## config.mk

```make
export PLATFORM = sky130hd
export DESIGN_NAME = zigzag_quant
export DESIGN_NICKNAME = d
export VERILOG_FILES = /design/src/rtl/mpeg_pkg.sv /design/src/rtl/zq_quantizer.sv /design/src/rtl/zigzag_quant.sv
export SDC_FILE = /design/constraint.sdc
export NUM_CORES = 1
export LEC_CHECK = 0
export CELL_PAD_IN_SITES_DETAIL_PLACEMENT = 1
export CELL_PAD_IN_SITES_GLOBAL_PLACEMENT = 2
export CORE_MARGIN = 2
export CORE_UTILIZATION = 41
export DETAILED_ROUTE_END_ITERATION = 10
export GPL_TIMING_DRIVEN = 0
export PLACE_DENSITY_LB_ADDON = 0.1
export SETUP_SLACK_MARGIN = 0.5
export SLEW_MARGIN = 10
export SYNTH_ARGS = -nofsm -noshare
export SYNTH_HDL_FRONTEND = slang
export SYNTH_HIERARCHICAL = 1
export SYNTH_SLANG_ARGS = --single-unit
```

## constraint.sdc

```tcl
create_clock -name clk -period 3.2 [get_ports clk]
set_input_delay 0.64 -clock clk [delete_from_list [all_inputs] [get_ports clk]]
set_output_delay 0.64 -clock clk [all_outputs]
set_load 0.02 [all_outputs]
```

## src/rtl/mpeg_pkg.sv

```systemverilog
// Shared constants for the zigzag/quantizer block: coefficient widths, scan table, FSM states.
package mpeg_pkg;

    localparam int unsigned COEF_W  = 16;
    localparam int unsigned QCOEF_W = 12;
    localparam int unsigned N_COEF  = 64;

    typedef enum logic {StFill, StDrain} zq_state_e;

    // Raster address {u,v} read at each zigzag scan position.
    localparam logic [5:0] ZZ_TABLE [64] = '{
        6'd0,  6'd1,  6'd8,  6'd16, 6'd9,  6'd2,  6'd3,  6'd10,
        6'd17, 6'd24, 6'd32, 6'd25, 6'd18, 6'd11, 6'd4,  6'd5,
        6'd12, 6'd19, 6'd26, 6'd33, 6'd40, 6'd48, 6'd41, 6'd34,
        6'd27, 6'd20, 6'd13, 6'd6,  6'd7,  6'd14, 6'd21, 6'd28,
        6'd35, 6'd42, 6'd49, 6'd56, 6'd57, 6'd50, 6'd43, 6'd36,
        6'd29, 6'd22, 6'd15, 6'd23, 6'd30, 6'd37, 6'd44, 6'd51,
        6'd58, 6'd59, 6'd52, 6'd45, 6'd38, 6'd31, 6'd39, 6'd46,
        6'd53, 6'd60, 6'd61, 6'd54, 6'd47, 6'd55, 6'd62, 6'd63
    };

endpackage

```

## src/rtl/zq_quantizer.sv

```systemverilog
// Combinational quantizer: shift by (u+v)>>1, optional round-half-up, saturate to QCOEF_W bits.
// Rounding is enabled by defining ZIGZAG_QUANT_ROUND_EN; default build truncates toward -inf.
module zq_quantizer
    import mpeg_pkg::*;
(
    input  logic [2:0]         coef_u,
    input  logic [2:0]         coef_v,
    input  logic [COEF_W-1:0]  coef_data,
    output logic [QCOEF_W-1:0] qcoef
);

    localparam logic signed [COEF_W:0] QMax = $signed((COEF_W+1)'((1 << (QCOEF_W-1)) - 1));
    localparam logic signed [COEF_W:0] QMin = ~QMax;

    logic [3:0]               uv_sum;
    logic [2:0]               shift;
    logic signed [COEF_W:0]   wide;
    logic signed [COEF_W:0]   shifted;

    always_comb begin
        uv_sum  = {1'b0, coef_u} + {1'b0, coef_v};
        shift   = uv_sum[3:1];
        wide    = $signed({coef_data[COEF_W-1], coef_data});
`ifdef ZIGZAG_QUANT_ROUND_EN
        if (shift != 3'd0) begin
            wide = wide + ((COEF_W+1)'(1) << (shift - 3'd1));
        end
`endif
        shifted = wide >>> shift;
        if (shifted > QMax) begin
            qcoef = QMax[QCOEF_W-1:0];
        end else if (shifted < QMin) begin
            qcoef = QMin[QCOEF_W-1:0];
        end else begin
            qcoef = shifted[QCOEF_W-1:0];
        end
    end

endmodule

```

## src/rtl/zigzag_quant.sv

```systemverilog
// Collects one 8x8 block of quantized DCT coefficients, then drains it in zigzag order.
// Quantizer rounding is selected by ZIGZAG_QUANT_ROUND_EN (see zq_quantizer).
module zigzag_quant
    import mpeg_pkg::*;
(
    input  logic               clk,
    input  logic               rst,
    input  logic               coef_valid,
    input  logic [2:0]         coef_u,
    input  logic [2:0]         coef_v,
    input  logic [COEF_W-1:0]  coef_data,
    input  logic               block_done,
    input  logic               out_ready,
    output logic               out_valid,
    output logic [QCOEF_W-1:0] out_data,
    output logic [5:0]         out_index,
    output logic               out_last,
    output logic               busy,
    output logic               err
);

    zq_state_e state_q, state_d;

    logic [6:0]         cnt_q, cnt_d, cnt_wr;
    logic [5:0]         pos_q, pos_d;
    logic               out_valid_q, out_valid_d;
    logic [QCOEF_W-1:0] out_data_q, out_data_d;
    logic [5:0]         out_index_q, out_index_d;
    logic               out_last_q, out_last_d;
    logic               err_q, err_d;

    logic [QCOEF_W-1:0] mem [N_COEF];
    logic [QCOEF_W-1:0] qcoef;
    logic               wr_en;
    logic               load;
    logic               finish;

    zq_quantizer u_quant (
        .coef_u    (coef_u),
        .coef_v    (coef_v),
        .coef_data (coef_data),
        .qcoef     (qcoef)
    );

    always_ff @(posedge clk or posedge rst) begin
        if (rst) begin
            state_q <= StFill;
        end else begin
            state_q <= state_d;
        end
    end

    always_comb begin
        state_d = state_q;
        unique case (state_q)
            StFill:  if (block_done) state_d = StDrain;
            StDrain: if (finish)     state_d = StFill;
            default: state_d = StFill;
        endcase
    end

    always_comb begin
        busy = (state_q == StDrain);
    end

    always_comb begin
        wr_en  = (state_q == StFill) && coef_valid;
        cnt_wr = (wr_en && cnt_q != 7'd64) ? cnt_q + 7'd1 : cnt_q;
        finish = (state_q == StDrain) && out_valid_q && out_ready && out_last_q;
        // Fetch the next scan position when the output register is empty or being consumed.
        load   = (state_q == StDrain) && (!out_valid_q || out_ready) && !finish;

        cnt_d       = cnt_wr;
        pos_d       = pos_q;
        out_valid_d = out_valid_q;
        out_data_d  = out_data_q;
        out_index_d = out_index_q;
        out_last_d  = out_last_q;
        err_d       = err_q;

        if (load) begin
            out_valid_d = 1'b1;
            out_data_d  = mem[ZZ_TABLE[pos_q]];
            out_index_d = pos_q;
            out_last_d  = (pos_q == 6'd63);
            pos_d       = pos_q + 6'd1;
        end
        if (finish) begin
            out_valid_d = 1'b0;
            out_last_d  = 1'b0;
            cnt_d       = 7'd0;
            pos_d       = 6'd0;
        end

        if (state_q == StFill && block_done && cnt_wr != 7'd64) begin
            err_d = 1'b1;
        end
        if (state_q == StDrain && (coef_valid || block_done)) begin
            err_d = 1'b1;
        end
    end

    always_ff @(posedge clk or posedge rst) begin
        if (rst) begin
            cnt_q       <= 7'd0;
            pos_q       <= 6'd0;
            out_valid_q <= 1'b0;
            out_data_q  <= '0;
            out_index_q <= 6'd0;
            out_last_q  <= 1'b0;
            err_q       <= 1'b0;
        end else begin
            cnt_q       <= cnt_d;
            pos_q       <= pos_d;
            out_valid_q <= out_valid_d;
            out_data_q  <= out_data_d;
            out_index_q <= out_index_d;
            out_last_q  <= out_last_d;
            err_q       <= err_d;
        end
    end

    // Coefficient store is deliberately not reset; stale entries persist across blocks.
    always_ff @(posedge clk) begin
        if (wr_en) begin
            mem[{coef_u, coef_v}] <= qcoef;
        end
    end

    assign out_valid = out_valid_q;
    assign out_data  = out_data_q;
    assign out_index = out_index_q;
    assign out_last  = out_last_q;
    assign err       = err_q;

endmodule
```

==> impl_results.md <==
* RSZ-0062 raised after global routing: yes
* CTS max path bufs at 3
* Vias at 22258
* Sequential cell area fraction in the yosys report at 71.8%
* PwrDens at 1140 nW/µm²
* Maxcap violations at 0
* R2R Path Start: pos_q[0]
* Largest net degree at the start of global routing at 39
* Chip width at 289 µm
* Maximum ir drop on the vdd rail at 0.554 mV
* Die Ht at 289 µm
* Clock share of power at 19.9%
* Vias per cell at 5.84
* Synth top area cells: edfxtp_1, nand2_1, mux2i_1
* Top Ports at 49
* Post-route setup slack at -423 ps
* Kind of critical path: register to register
* H-Tree Level Count at 3
* Max_slew headroom at 32.6%
* Switch Pwr at 21.3 mW
* Syn_nets at 2423
* GRT Total Usage at 26.2%
* Filler cell count at 7642
* Detail Route Antenna Nets at 0
* Synth Flop Type: edfxtp_1
* CP endpoint: out_data[2]
* Final core occ at 53.9%
* Clock root buffer master: clkbuf_16
* Pint at 28.3 mW
* Synth top area share at 69.1%
* Antenna violations before repair at 1
* Comb power frac at 55.3%
* Skew-Pair Late Insertion Delay at 650 ps
* Area of the multi-input gates at 10800 µm²
* Count of cell types in the netlist at 77
* Setup slack at placement at -2110 ps
* #FFs+latches synth at 803
* Sequential share of power at 24.8%
* First-pass GRT wire length at 157000 µm
* Ys Warns at 6
* Sw Ratio at 42.9%
* Crit path from: pos_q[0]
* Tcrit/Tclk final at 113%
* HPWL after DPL at 74100 µm
* Final Wtd Congestion at 0.806
* Drt total wl at 113000 µm
* Non-Filler Cell Area, Final at 43400 µm²
* Max Clock Skew at 22.8 ps
* Initial Util at 41.4%
* Mapped Cells at 2376
* R2R Path End: out_data[2]
* Outcome: complete, but fails checks
* Cell count of the worst reg-to-reg path at 15
* Violated checks: setup timing
* PortBufs at 47
* Worst-path clk slew at 60 ps
* WP data arrival at 4110 ps
* CP required at 3690 ps
* Vias in the first global route at 22486
* Hold-fix buffers, CTS at 0
* Area after DPL at 36000 µm²
* Max FO, Critical Path at 10
* Area grow syn2layout at 30.1%
* Actual slew at the worst max-slew pin at 1010 ps
* Clock Sinks at 803
* Syn Area/Cell at 14.0 µm²
* Register area at 23900 µm²
* Fmax at 276 MHz
* DRC Markers at 0
* Ys async rst share at 4.36%
* Count leader, synth: edfxtp_1
* Num CTS Buffers at 88
* Iteration-0 DRC Markers at 1906
* Register-to-register setup slack at -420 ps
* Final std cells w/o fill at 3810
* Final min period at 3620 ps
* Final setup fails at 12
* Cell Rows at 104
* CORE AREA at 80500 µm²
* Gr ovfl total at 0
* Leakage power at 14.7 nW
* CP startpoint kind: register
* Area leader, netlist: edfxtp_1
* Cells after DPL at 3525
* Most frequent cells after synthesis: edfxtp_1, nand2_1, mux2i_1
* EDFF count, synth at 768
* Fin. Hold Viols at 0
* Die Area at 83600 µm²
* DR pass1 iterations at 6
* CTS tree: yes
* Nets at 2725
* CP endpoint kind: register
* Synthesized area at 33400 µm²
* Share of layout cells above drive strength 1 at 28.4%
* Mean routed wirelength per cell at 29.5 µm
* Hold/Removal Path Class: input port to async pin
* Hold WS at 406 ps
* Slew Viols, Final at 0
==> cell type report <==
class                      instances  share of cell area (%)
sequential                       803                    55.2
multi-input combinational       1396                    24.8
timing repair buffer             212                    7.00
clock buffer                     128                    5.75
buffer                           160                    3.35
tap                             1060                    3.06
clock inverter                    33                   0.646
inverter                          17                   0.208
antenna                            1                 0.00577
==> layout by cell type (no fill, tap or decap), types with 10 or more instances in the layout <==
cell,instances
buf_6,61
clkdlybuf4s50_1,41
nand4_1,50
a31oi_1,70
clkinv_2,11
nor2_4,63
clkbuf_4,22
clkbuf_2,26
clkinv_1,13
mux2i_1,110
a211oi_1,11
dfrtp_1,32
nor2_1,33
buf_2,12
clkbuf_8,15
o221ai_2,12
a32oi_1,18
clkbuf_1,45
nand2_1,477
buf_8,25
nand3_1,127
a221oi_4,16
ha_1,15
a22oi_2,24
buf_16,18
edfxtp_1,768
clkbuf_16,98
buf_12,58
a21boi_0,48
buf_4,75
mux2i_2,23
o22ai_1,10
a21oi_1,12
and3_4,21
o21ai_0,13
a211oi_4,20
mux2i_4,19
a211oi_2,22
a221oi_2,29
==> flip-flops by register name, summed over array words and instances (netlist names) <==
register and cells:
pos_q 6, cnt_q 7, out_data 12, out_index 6, err 1, busy 1, mem 768, out_last 1
out_valid 1
==> cell families after synthesis <==
logic type      Yosys count  synth area share (%)
compound gates          352                  8.20
xor+xnor                 11                 0.334
fa+ha+maj                20                 0.773
buf+inv                 177                  2.72
flops                   803                  71.8
mux                     157                  4.83
simple gates            856                  11.4
==> worst min-delay path by stage <==
| stage | start | to | slack (ps) | cells after the start |
|---|---|---|---|---|
| global route | rst | out_index[2] | 430 | 2 |
| floorplan | cnt_q[6] | cnt_q[6] | 550 | 2 |
| detailed placement | err | err | 450 | 1 |
| CTS | rst | out_index[4] | 400 | 2 |
| global placement | err | err | 460 | 1 |
| finish | rst | out_index[1] | 410 | 2 |
==> power by group through the flow <==
| stage | Combinational [mW] | Sequential [mW] | Clock [mW] |
|---|---|---|---|
| after floorplan | 10.9 | 12.6 | 0 |
| after global placement | 19.3 | 12.6 | 0 |
| after detailed placement | 19.9 | 12.5 | 0 |
| final | 27.4 | 12.3 | 9.85 |
| after CTS | 25.9 | 12.3 | 9.97 |
| after global routing | 28.5 | 12.3 | 10.4 |
==> per-layer routing <==
| layer | GRT usage [%] | share of wire [%] | up-vias |
|---|---|---|---|
| met3 | 2.82 | 4.7 | 185 |
| met4 | 7.05 | 3.1 | 0 |
| met5 | 0 | 0 | - |
| li1 | - | - | 9695 |
| met1 | 37.1 | 44 | 11735 |
| met2 | 43.4 | 48 | 643 |
==> critical path, cell delays in order (launching register included) <==
cell       delay (ps)
dfrtp_2           440
clkbuf_16         170
inv_8              60
ha_4              240
or2_4             240
a21oi_2           130
a2111o_1          320
and2_4            230
buf_12            150
buf_16            150
buf_6             210
mux2i_1           330
a221oi_2          120
a22oi_2           280
and3_4            280
o221ai_2          100
==> what timing repair did <==
item / 4_1_cts / 5_1_grt
setup endpoints to repair: 1450 / 1149
pin swaps: 80 / 72
buffers inserted: 67 / 38
gates resized for setup: 521 / 190
gates cloned: 10 / 8
==> stage by stage <==
stage,setup TNS [ps],total power [mW]
floorplan,-196430,23.5
global placement,-2653660,31.9
detailed placement,-1306950,32.4
CTS,-3430,48.2
global route,-4490,51.2
finish,-4140,49.6
Note: power is estimated with default switching activity, not from simulation.
==> RTL edit, RTL diff (same settings) <==
Take the reset off `out_data_q` and load it in a clocked block of its own.
--- a/src/rtl/zigzag_quant.sv
+++ b/src/rtl/zigzag_quant.sv
@@ -105,7 +105,6 @@
             cnt_q       <= 7'd0;
             pos_q       <= 6'd0;
             out_valid_q <= 1'b0;
-            out_data_q  <= '0;
             out_index_q <= 6'd0;
             out_last_q  <= 1'b0;
             err_q       <= 1'b0;
@@ -113,11 +112,14 @@
             cnt_q       <= cnt_d;
             pos_q       <= pos_d;
             out_valid_q <= out_valid_d;
-            out_data_q  <= out_data_d;
             out_index_q <= out_index_d;
             out_last_q  <= out_last_d;
             err_q       <= err_d;
         end
+    end
+
+    always_ff @(posedge clk) begin
+        out_data_q <= out_data_d;
     end
 
     // Coefficient store is deliberately not reset; stale entries persist across blocks.
Behaviour: differs if rst is asserted again (counterexample within 4 cycles, from zero or initial values and one cycle with rst high); with rst held inactive, the same outputs for 4 cycles.
==> RTL edit against the unedited design <==
  * The run still ends with setup timing left
  * Sequential cell count did not move
  * Cell count fell by 15%
  * Final area fell by 3.7%
  * Synthesized cell count fell by 23%
  * Synthesized area fell by 1.7%
  * Critical path depth did not move
  * Routed wire length fell by 15%
  * Worst hold slack improved by 0.077 ns
  * Total power fell by 11%
  * Non-clock buffer count fell by 44
  * Worst setup slack got worse by 0.23 ns
  * Maximum frequency fell by 6.0%
==> RTL edit: results (changes against the unedited design) <==
metric	value	unit	change
synthTopCellsByArea	edfxtp_1 71%, mux4_2 8.2%, mux2i_1 5.2%, dfrtp_1 1.8%, nor2_1 1.4%		
slowest_delay	0.55	ns	+0.11 ns
synth_edf_count	780		+1.6%
failed_checks	setup timing		
firstDrtPassIters	5		-1
critical_path_arrival	4.20	ns	+0.09 ns
cp_top_family	buffers and inverters		
crit_slowest_cell	mux4_2		
hold_path.class	reg -> reg		
synth_cell_types	71		-7.8%
h-tree-depth	3		unchanged
place_hpwl	62.20	mm	-16%
place_congestion	0.8253		+2.4%
regMostFlops	mem		
synth_warnings	6		unchanged
finalNetCount	2181		-20%
fillers	7086		-7.3%
peakVddDrop	0.6311	mV	+14%
grt_max_degree	34		-13%
max_slew.worst_pin.slew	1.174	ns	+0.1635 ns
seq_area_frac_synth	73.22	%	+1.5 points
grt_pass1_vias	19180		-15%
crit_fanout	6		-4
clock_latency	0.64	ns	
vias_per_cell	5.710		-2.3%
worst_slack	-0.6538	ns	-0.2306 ns
drive_gt1_share	35.38	%	+7.0 points
hp-start	out_index[3]		
grt_pass1_wl	135.0	mm	-14%
tns	-6.815	ns	-2.677 ns
power_leakage	13.89	nW	-5.2%
grt_antenna_before_repair	2		+1
cts_buffers	87		-1.1%
setup_violations	12		unchanged
synthTopCellsByCount	780 x edfxtp_1, 170 x mux2i_1, 125 x nor2_1		
n_antenna_cell	0		-1
wirelength	95.90	mm	-15%
synth_fp_nets	1867		-23%
grt_use_total	22.99	%	-3.3 points
drt_iter0_drc	1535		-19%
pre_cts_ws	-2.522	ns	-0.4141 ns
skew	0.01761	ns	-0.005203 ns
clockBufferDepth	3		unchanged
status	finished with violations		
largest_register_ffs	768		unchanged
async_flop_share	2.864	%	-1.5 points
io_buffers	47		unchanged
clk_pin_slew	0.05	ns	
RTL edit: cell count changes after synthesis, moves of 25 or more:
cell      before  now
a21boi_0      48    1
nand3_1      130   27
nor2_1       100  125
nand4_1       50   15
buf_2         69   20
a211oi_1      52    5
nand2_1      480   82
mux4_2         3  119
a31oi_1       77    4
a221oi_1      48   13
o22ai_1       12   57
RTL edit: area by class of cell:
type	instances	area [sq um]	area share, %
tap	1050	1314	3.145
timing repair buffer	223	2905	6.956
multi-input combinational	898	9752	23.35
clock buffer	114	2310	5.530
clock inverter	43	432.9	1.036
inverter	16	77.57	0.1857
sequential	803	24000	57.46
buffer	105	977.2	2.340
RTL edit: cells by family (layout without fill, tap and decap cells):
logic type	count (synthesis)	count (layout)	synth area share (%)
flops	803	803	73.22
simple gates	337	339	4.799
mux	314	314	14.23
compound gates	215	215	4.707
buf+inv	121	501	1.966
fa+ha+maj	20	20	0.7864
xor+xnor	10	10	0.2901
RTL edit: path summary, 6_finish.rpt:
path | cells past startpoint | slack (ns) | end
worst min register to register | 2 | 0.48 | out_index[3]
max in group asynchronous | 2 | 2.07 | pos_q[0]
min in group asynchronous | 2 | 0.51 | out_valid
worst min-delay path | 2 | 0.48 | out_index[3]
worst max register to register | 15 | -0.65 | out_data[7]
worst max-delay path | 15 | -0.65 | out_data[7]
RTL edit: stage by stage:
| stage | instance area, sq um | util, % | total power [mW] | hold slack, ns | instances |
|---|---|---|---|---|---|
| 2_1_floorplan | 32890 | - | 23.64 | 0.5198 | 1820 |
| 4_1_cts | 40670 | 51.48 | 43.50 | 0.4896 | 3211 |
| 5_1_grt | 41770 | 52.87 | 45.71 | 0.5052 | 3252 |
| 3_5_place_dp | 35340 | 44.74 | 30.21 | 0.4774 | 2952 |
| 6_report | 41770 | 52.87 | 44.12 | 0.4823 | 3252 |
| 3_3_place_gp | 34680 | 43.90 | 29.73 | 0.4665 | 2917 |
RTL edit: worst register-to-register path, delay by kind of cell, from the launching register on:
family | cells | cell delay (ns)
AO/OA/AOI/OAI | 4 | 0.75
multiplexers | 1 | 0.57
buffers and inverters | 5 | 0.79
flip-flops | 1 | 0.37
adder cells (fa/ha/maj) | 1 | 0.37
AND/OR/NAND/NOR | 4 | 0.71
RTL edit: per-layer routing:
layer  global-route usage, %  routed length, microns
met1                   33.49                   43220
met2                   35.94                   45060
met3                   3.561                    5132
met4                   6.732                    2487
met5                       0                       0
RTL edit: report_power, final:
group / switching (mW) / total, mW / internal, mW
clock: 4.14 / 9.81 / 5.67
combinational: 12.1 / 21.9 / 9.79
sequential: 0.0845 / 12.4 / 12.3
RTL edit: timing repair:
item,4_1_cts,5_1_grt
setup endpoints to repair,1484,768
gates cloned,8,8
setup buffers,94,33
gates resized for setup,372,145
pin swaps,87,27
endpoints found under the hold margin,0,0
hold buffers,0,0
